## config.mk

```make
export PLATFORM = sky130hd
export DESIGN_NAME = pixel_float_sequencer
export DESIGN_NICKNAME = d
export VERILOG_FILES = /design/src/rtl/pixel_float_sequencer_pkg.sv /design/src/rtl/pixel_float_sequencer_floatconvert.sv /design/src/rtl/pixel_float_sequencer.sv
export SDC_FILE = /design/constraint.sdc
export NUM_CORES = 1
export LEC_CHECK = 0
export BUFFER_PORTS_ARGS = -buffer_cell sky130_fd_sc_hd__buf_4
export CAP_MARGIN = 5
export CORE_ASPECT_RATIO = 1.2
export CORE_MARGIN = 10
export CORE_UTILIZATION = 50
export CTS_CLUSTER_DIAMETER = 80
export DETAILED_ROUTE_END_ITERATION = 12
export GPL_ROUTABILITY_DRIVEN = 0
export PLACE_DENSITY_LB_ADDON = 0.12
export SLEW_MARGIN = 0
export SYNTH_ARGS = -nofsm -noshare
export SYNTH_HDL_FRONTEND = slang
export SYNTH_SLANG_ARGS = --single-unit
export TNS_END_PERCENT = 50
```

## constraint.sdc

```tcl
create_clock -name clk -period 4.6 [get_ports clk]
set_input_delay 0.69 -clock clk [delete_from_list [all_inputs] [get_ports clk]]
set_output_delay 0.69 -clock clk [all_outputs]
set_load 0.03 [all_outputs]
```

## src/rtl/pixel_float_sequencer_pkg.sv

```systemverilog
// ============================================================================
// Module  : pixel_float_sequencer_pkg
// Brief   : Shared state encoding and default sizing for the pixel sequencer.
// Rev     : 1.0  initial release
// ============================================================================
`default_nettype none

package pixel_float_sequencer_pkg;

    localparam int FLOAT_W      = 32;
    localparam int NPIX_DEFAULT = 784;
    localparam int AW_DEFAULT   = 10;

    localparam logic [2:0] ST_IDLE = 3'd0;
    localparam logic [2:0] ST_READ = 3'd1;
    localparam logic [2:0] ST_LOAD = 3'd2;
    localparam logic [2:0] ST_SEND = 3'd3;
    localparam logic [2:0] ST_FIN  = 3'd4;

endpackage

`default_nettype wire

```

## src/rtl/pixel_float_sequencer_floatconvert.sv

```systemverilog
// ============================================================================
// Module  : floatconvert
// Brief   : Combinational unsigned byte to IEEE-754 single-precision converter.
// Rev     : 1.0  initial release
// ============================================================================
`default_nettype none

module floatconvert
    import pixel_float_sequencer_pkg::*;
(
    input  logic [7:0]         pixel,
    output logic [FLOAT_W-1:0] float_word
);

    logic [2:0] w_msb;
    logic [7:0] w_norm;

    always_comb begin
        w_msb = 3'd0;
        for (int i = 0; i < 8; i++) begin
            if (pixel[i]) begin
                w_msb = 3'(i);
            end
        end
        // Left-justify so the hidden one sits in bit 7; the rest is the fraction.
        w_norm = pixel << (3'd7 - w_msb);
        if (pixel == 8'd0) begin
            float_word = '0;
        end else begin
            float_word = {1'b0, 8'd127 + {5'd0, w_msb}, w_norm[6:0], 16'd0};
        end
    end

endmodule

`default_nettype wire

```

## src/rtl/pixel_float_sequencer.sv

```systemverilog
// ============================================================================
// Module  : pixel_float_sequencer
// Brief   : Reads a pixel frame from RAM, converts each byte to float and
//           streams it on a valid/ready port. Macro PIXEL_INVERT_EN inverts
//           each pixel (255-p) before conversion.
// Rev     : 1.0  initial release
// ============================================================================
`default_nettype none

module pixel_float_sequencer
    import pixel_float_sequencer_pkg::*;
#(
    parameter int NPIX = NPIX_DEFAULT,
    parameter int AW   = AW_DEFAULT
) (
    input  logic               clk,
    input  logic               rst,
    input  logic               start,
    input  logic               abort,
    output logic               busy,
    output logic               done,
    output logic               mem_rd,
    output logic [AW-1:0]      mem_addr,
    input  logic [7:0]         mem_data,
    output logic [FLOAT_W-1:0] out_data,
    output logic               out_valid,
    input  logic               out_ready,
    output logic               out_last,
    output logic [AW-1:0]      out_index
);

    localparam logic [AW-1:0] C_LAST_IDX = AW'(NPIX - 1);

    logic [2:0]         r_state;
    logic [2:0]         w_state_nxt;
    logic [AW-1:0]      r_idx;
    logic [FLOAT_W-1:0] r_out_data;
    logic               r_out_valid;
    logic               r_out_last;
    logic [AW-1:0]      r_out_index;
    logic [7:0]         w_conv_in;
    logic [FLOAT_W-1:0] w_conv_out;
    logic               w_abort;
    logic               w_accept;

    assign w_abort  = abort && (r_state != ST_IDLE);
    assign w_accept = (r_state == ST_SEND) && out_ready && !abort;

`ifdef PIXEL_INVERT_EN
    assign w_conv_in = 8'd255 - mem_data;
`else
    assign w_conv_in = mem_data;
`endif

    floatconvert u_floatconvert (
        .pixel      (w_conv_in),
        .float_word (w_conv_out)
    );

    always_ff @(posedge clk or posedge rst) begin
        if (rst) begin
            r_state <= ST_IDLE;
        end else begin
            r_state <= w_state_nxt;
        end
    end

    always_comb begin
        w_state_nxt = r_state;
        case (r_state)
            ST_IDLE: if (start) w_state_nxt = ST_READ;
            ST_READ: w_state_nxt = ST_LOAD;
            ST_LOAD: w_state_nxt = ST_SEND;
            ST_SEND: if (out_ready) w_state_nxt = r_out_last ? ST_FIN : ST_READ;
            ST_FIN:  w_state_nxt = ST_IDLE;
            default: w_state_nxt = ST_IDLE;
        endcase
        if (w_abort) begin
            w_state_nxt = ST_IDLE;
        end
    end

    always_comb begin
        busy   = (r_state != ST_IDLE);
        done   = (r_state == ST_FIN) && !abort;
        mem_rd = (r_state == ST_READ);
    end

    always_ff @(posedge clk or posedge rst) begin
        if (rst) begin
            r_idx       <= '0;
            r_out_data  <= '0;
            r_out_valid <= 1'b0;
            r_out_last  <= 1'b0;
            r_out_index <= '0;
        end else begin
            if ((r_state == ST_IDLE) && start) begin
                r_idx <= '0;
            end else if (w_accept && !r_out_last) begin
                r_idx <= r_idx + 1'b1;
            end

            if (w_abort) begin
                r_out_valid <= 1'b0;
            end else if (r_state == ST_LOAD) begin
                r_out_data  <= w_conv_out;
                r_out_valid <= 1'b1;
                r_out_index <= r_idx;
                r_out_last  <= (r_idx == C_LAST_IDX);
            end else if (w_accept) begin
                r_out_valid <= 1'b0;
            end
        end
    end

    // The index only moves on entry to READ, so it doubles as the held address.
    assign mem_addr  = r_idx;
    assign out_data  = r_out_data;
    assign out_valid = r_out_valid;
    assign out_last  = r_out_last;
    assign out_index = r_out_index;

endmodule

`default_nettype wire

```

Word-level counts from Yosys, hierarchy flattened:

Cells that the tools add are included.

* output and inout bits: 57
* bits in registers: 57
* word-level logic and storage cells: 51

* eq/ne operators: 7
* add/subtract/negate cells: 3
* reductions and logical operators: 15
* shift-type cells: 1
* mux-type cells: 18
* bitwise gates (word level): 1

Operators by type and width (count)
* two-way mux 31 bit: 1
* two-way mux 3 bit: 8
* two-way mux 10 bit: 2
* case mux 3 bit (4 select lines): 1
* adder 10 x 1 -> 10 bit (second input constant): 1
* equality test 10 bit (second input constant): 1
* adder 7 x 3 -> 8 bit (first input constant): 1
* logical NOT 8 bit: 1
* left shift 8 x 3 -> 7 bit: 1
* equality test 3 x 2 -> 1 bit (second input constant): 2
* logical AND 1 bit: 6
* != test 3 bit (second input constant): 2
* nonzero test 3 bit: 2
* two-way mux 1 bit: 4
* two-way mux 2 bit: 2
* AND reduction 2 bit: 2
* equality test 3 x 1 -> 1 bit (second input constant): 1
* equality test 3 bit (second input constant): 1
* logical NOT 3 bit: 1
* subtractor 3 bit (first input constant): 1
* logical NOT 1 bit: 2
* nonzero test 2 bit: 1
* inverter 1 bit: 1

Longest topological paths before layout:

* word-level depth: 10
* gate-level depth with buffers: 7

Hierarchy:

From an unflattened synthesis, not the netlist that was laid out.

* cell total of the unflattened synthesis: 263
* area total of the unflattened synthesis: 3024.2 sq um

By module, submodules not included
* pixel_float_sequencer: area an instance 2391.0 sq um, cells an instance 176, instances 1
* floatconvert: area an instance 633.1 sq um, cells an instance 87, instances 1

Least setup slack after synthesis:

Ideal clock, no wire load.

* path kind: input-to-output
* start: in abort
* end: out done
* arrival time: 1.730 ns
* data required time: 3.910 ns
* path buffers: 0
* setup slack: 2.180 ns
* stages: 1
* cell sequence: nor4b_1

* word-level cells in the longest chain between the ends: 2

RTL lines
* start, declared: line pixel_float_sequencer.sv:19 `input logic abort,`
* logical NOT 1 bit: line pixel_float_sequencer.sv:85 `done = (r_state == ST_FIN) && !abort;`
* logical AND 1 bit: line pixel_float_sequencer.sv:85
* end, declared: line pixel_float_sequencer.sv:21 `output logic done,`

No other way between the ends.

Worst setup path after layout:

* start: in abort
* end: reg r_idx[9], in the netlist mem_addr[9]

* word-level cells in the longest chain between the ends: 4

RTL lines
* logical NOT 1 bit: line pixel_float_sequencer.sv:47 `assign w_accept = (r_state == ST_SEND) && out_ready && !abort;`
* logical AND 1 bit: line pixel_float_sequencer.sv:47
* logical AND 1 bit: line pixel_float_sequencer.sv:99 `end else if (w_accept && !r_out_last) begin`
* nonzero test 2 bit (no source line)
* end signal, assigned: line pixel_float_sequencer.sv:100 `r_idx <= r_idx + 1'b1;`
* end, declared: line pixel_float_sequencer.sv:36 `logic [AW-1:0] r_idx;`

No other way between the ends.
A chain may end at the register's enable or synchronous reset.

==> run summary <==
Worst-Skew Late Latency - 0.29 ns
most frequent cells in the layout - 54 x buf_4, 38 x dfrtp_1, 24 x nor2_1, 17 x conb_1, 13 x nand2_1
class of the worst hold path - flop to flop
DR iter-0 viols - 72
NetSw - 0.386 mW
Non-Filler Instances - 325
period utilisation layout - 46.0%
crit path kind - input port to flop
most used flip-flop cell after synthesis - dfrtp_1
site row count - 25
initial antenna violation count - 0
detailed placer's ending HPWL - 3680 microns
Final min period - 2.11 ns
layout cells sized above 1 - 28.8%
fin nets - 286
Post-Syn Area - 2130 sq um
final WL - 4810 microns
CTS Buf Count - 5
Top Ports - 70
WHS - 0.485 ns
Startpoint Class - input port
Avg Inst Size Synth - 9.53 sq um
Fin Clk Skew - 0.00938 ns
via count - 1704
Pwr Density - 406 nW/um^2
clk sink count - 38
Die W - 79.5 microns
first-pass GRT wire length - 7960 microns
Arr. time, crit path - 2.28 ns
WL per Instance - 14.8 microns
number of max-slew violations in the final report - 0
maximum buffer depth of the clock tree - 2
Peak VDD IR - 0.286 mV
Worst-Margin Slew - 0.740 ns
Clk pwr share - 22.1%
synthesized instance count - 223
Port Buf Inserts - 52
Root Buffer - clkbuf_8
Area Overhead vs Synth - 20.2%
Post-Place Cells - 317
core area - 4040 sq um
number of global-route vias before repair - 1694
Post-CTS Setup Bufs - 0
Crit path required time - 4.77 ns
Final Hold Vio Count - 0
# H-tree levels - 2
TritonRoute pass-1 iters - 4
die area - 7270 sq um
Int Pwr - 0.650 mW
run status - finished, final reports clean
total grt overflow - 0
final setup violation count - 0
sequential share of power - 41.7%
Post-synth ARST share - 100%
clock slew at reported path FFs - 0.07 ns
DRC viols - 0
total negative slack - 0 ns
Antenna Nets Post-Route - 0
Post-CTS Hold Buffers - 0
cells resized by post-CTS repair - 0
CTS tree - done
routed vias/inst - 5.24
Synth Warn # - 0
Yosys reg bits - 38
RSZ-0062 raised after global routing - no
maximum capacitance violations - 0
Critical Path Fanout Max - 11
Lkg Pwr - 1.29 nW
Netlist cell types - 51
Peak Freq - 473 MHz
Comb power frac - 36.2%
GRT Util Overall - 13.2%
kind of end point of the critical path - flop
commonest non-fill, non-tap cell in the layout - buf_4
sw frac - 37.3%
Die Ht - 91.4 microns
worst rel slew slack - 50.4%
post-synthesis sequential area ratio - 44.7%
n_diodes - 0
Post-synth EDFFs - 0
pin count of the biggest net entering global routing - 39
initial core utilization - 52.7%
==> critical path, stage by stage <==
cell,delay [ns]
buf_4,0.13
nor2_1,0.18
nand4b_1,0.44
nor3_1,0.42
nand3_1,0.14
mux2_2,0.29
==> layout make-up <==
class,instances,area (sq um)
fill,366,1480
multi-input combinational,161,1000
sequential,38,951
timing repair buffer,54,405
clock buffer,7,86.3
tap,54,67.6
inverter,10,37.5
clock inverter,1,5.00
==> worst paths after layout <==
| check | start | endpoint | slack, ns | cells past startpoint |
|---|---|---|---|---|
| max in group asynchronous | rst | mem_addr[7]$_DFFE_PP0P_ | 3.75 | 3 |
| worst max-delay path | abort | mem_addr[9]$_DFFE_PP0P_ | 2.49 | 6 |
| worst min-delay path | out_index[7]$_DFFE_PP0P_ | out_index[7]$_DFFE_PP0P_ | 0.49 | 2 |
| min in group asynchronous | rst | out_data[22]$_DFFE_PP0P_ | 0.51 | 3 |
| worst min register to register | out_index[7]$_DFFE_PP0P_ | out_index[7]$_DFFE_PP0P_ | 0.49 | 2 |
| worst max register to register | r_state[2]$_DFFE_PP0P_ | mem_addr[9]$_DFFE_PP0P_ | 2.51 | 5 |
==> Yosys cell counts, drive strengths merged (2+ instances only) <==
library cell,n,area share [%]
nand4,3,0.88
buf,24,8.1
nand2,13,2.3
o221ai,2,0.82
a22oi,2,0.71
xnor2,5,2.1
a22o,5,2.1
inv,10,1.8
nor2,24,4.2
a211oi,3,1.1
dfrtp,38,45
nor3,6,1.9
and2,3,1.0
ha,3,1.8
or4,2,0.88
o21ai,12,2.8
or3,3,0.88
clkbuf,6,1.1
nand2b,5,1.5
o22ai,2,0.59
nor2b,5,1.5
mux2,9,4.8
a31oi,2,0.59
nand3,4,0.94
a21oi,12,3.0
a21o,3,1.1
==> logic make-up after synthesis <==
kind of cell               after synthesis  synth area share (%)
AOI/OAI and AO/OA                       51                  16.2
xor gates and xnor gates                 6                  2.47
adders and majority gates                3                  1.77
buffers and inverters                   40                  10.9
DFF                                     38                  44.7
muxes                                   10                  5.24
other                                    1                 0.176
and+or+nand+nor                         74                  18.4
==> per-layer routing <==
layer,track usage [%],up-vias,wire length [microns]
met5,0,-,0
met4,4.94,0,57
met3,3.94,4,261
met2,22.7,40,2480
met1,14.7,820,2020
li1,-,840,-
==> power groups by stage <==
stage | Clock, mW | Combinational, mW | Sequential, mW
after global routing | 0.251 | 0.405 | 0.441
final | 0.229 | 0.375 | 0.433
after floorplan | 0 | 0.152 | 0.536
after CTS | 0.237 | 0.381 | 0.434
after global placement | 0 | 0.379 | 0.439
after detailed placement | 0 | 0.380 | 0.439
==> flip-flops by register name, indices dropped and copies added (netlist names) <==
signal / flops
out_data: 13
mem_addr: 10
out_index: 10
r_state: 3
out_last: 1
out_valid: 1
==> through the flow <==
stage / utilization, % / setup WS, ns / power [mW] / instance area (sq um)
2_1_floorplan: - / 2.18 / 0.688 / 2190
3_3_place_gp: 61.1 / 2.26 / 0.818 / 2460
3_5_place_dp: 61.1 / 2.18 / 0.820 / 2460
4_1_cts: 63.3 / 2.50 / 1.05 / 2550
5_1_grt: 63.3 / 2.32 / 1.10 / 2550
6_report: 63.3 / 2.49 / 1.04 / 2550
Note: power is estimated with default switching activity, not from simulation.
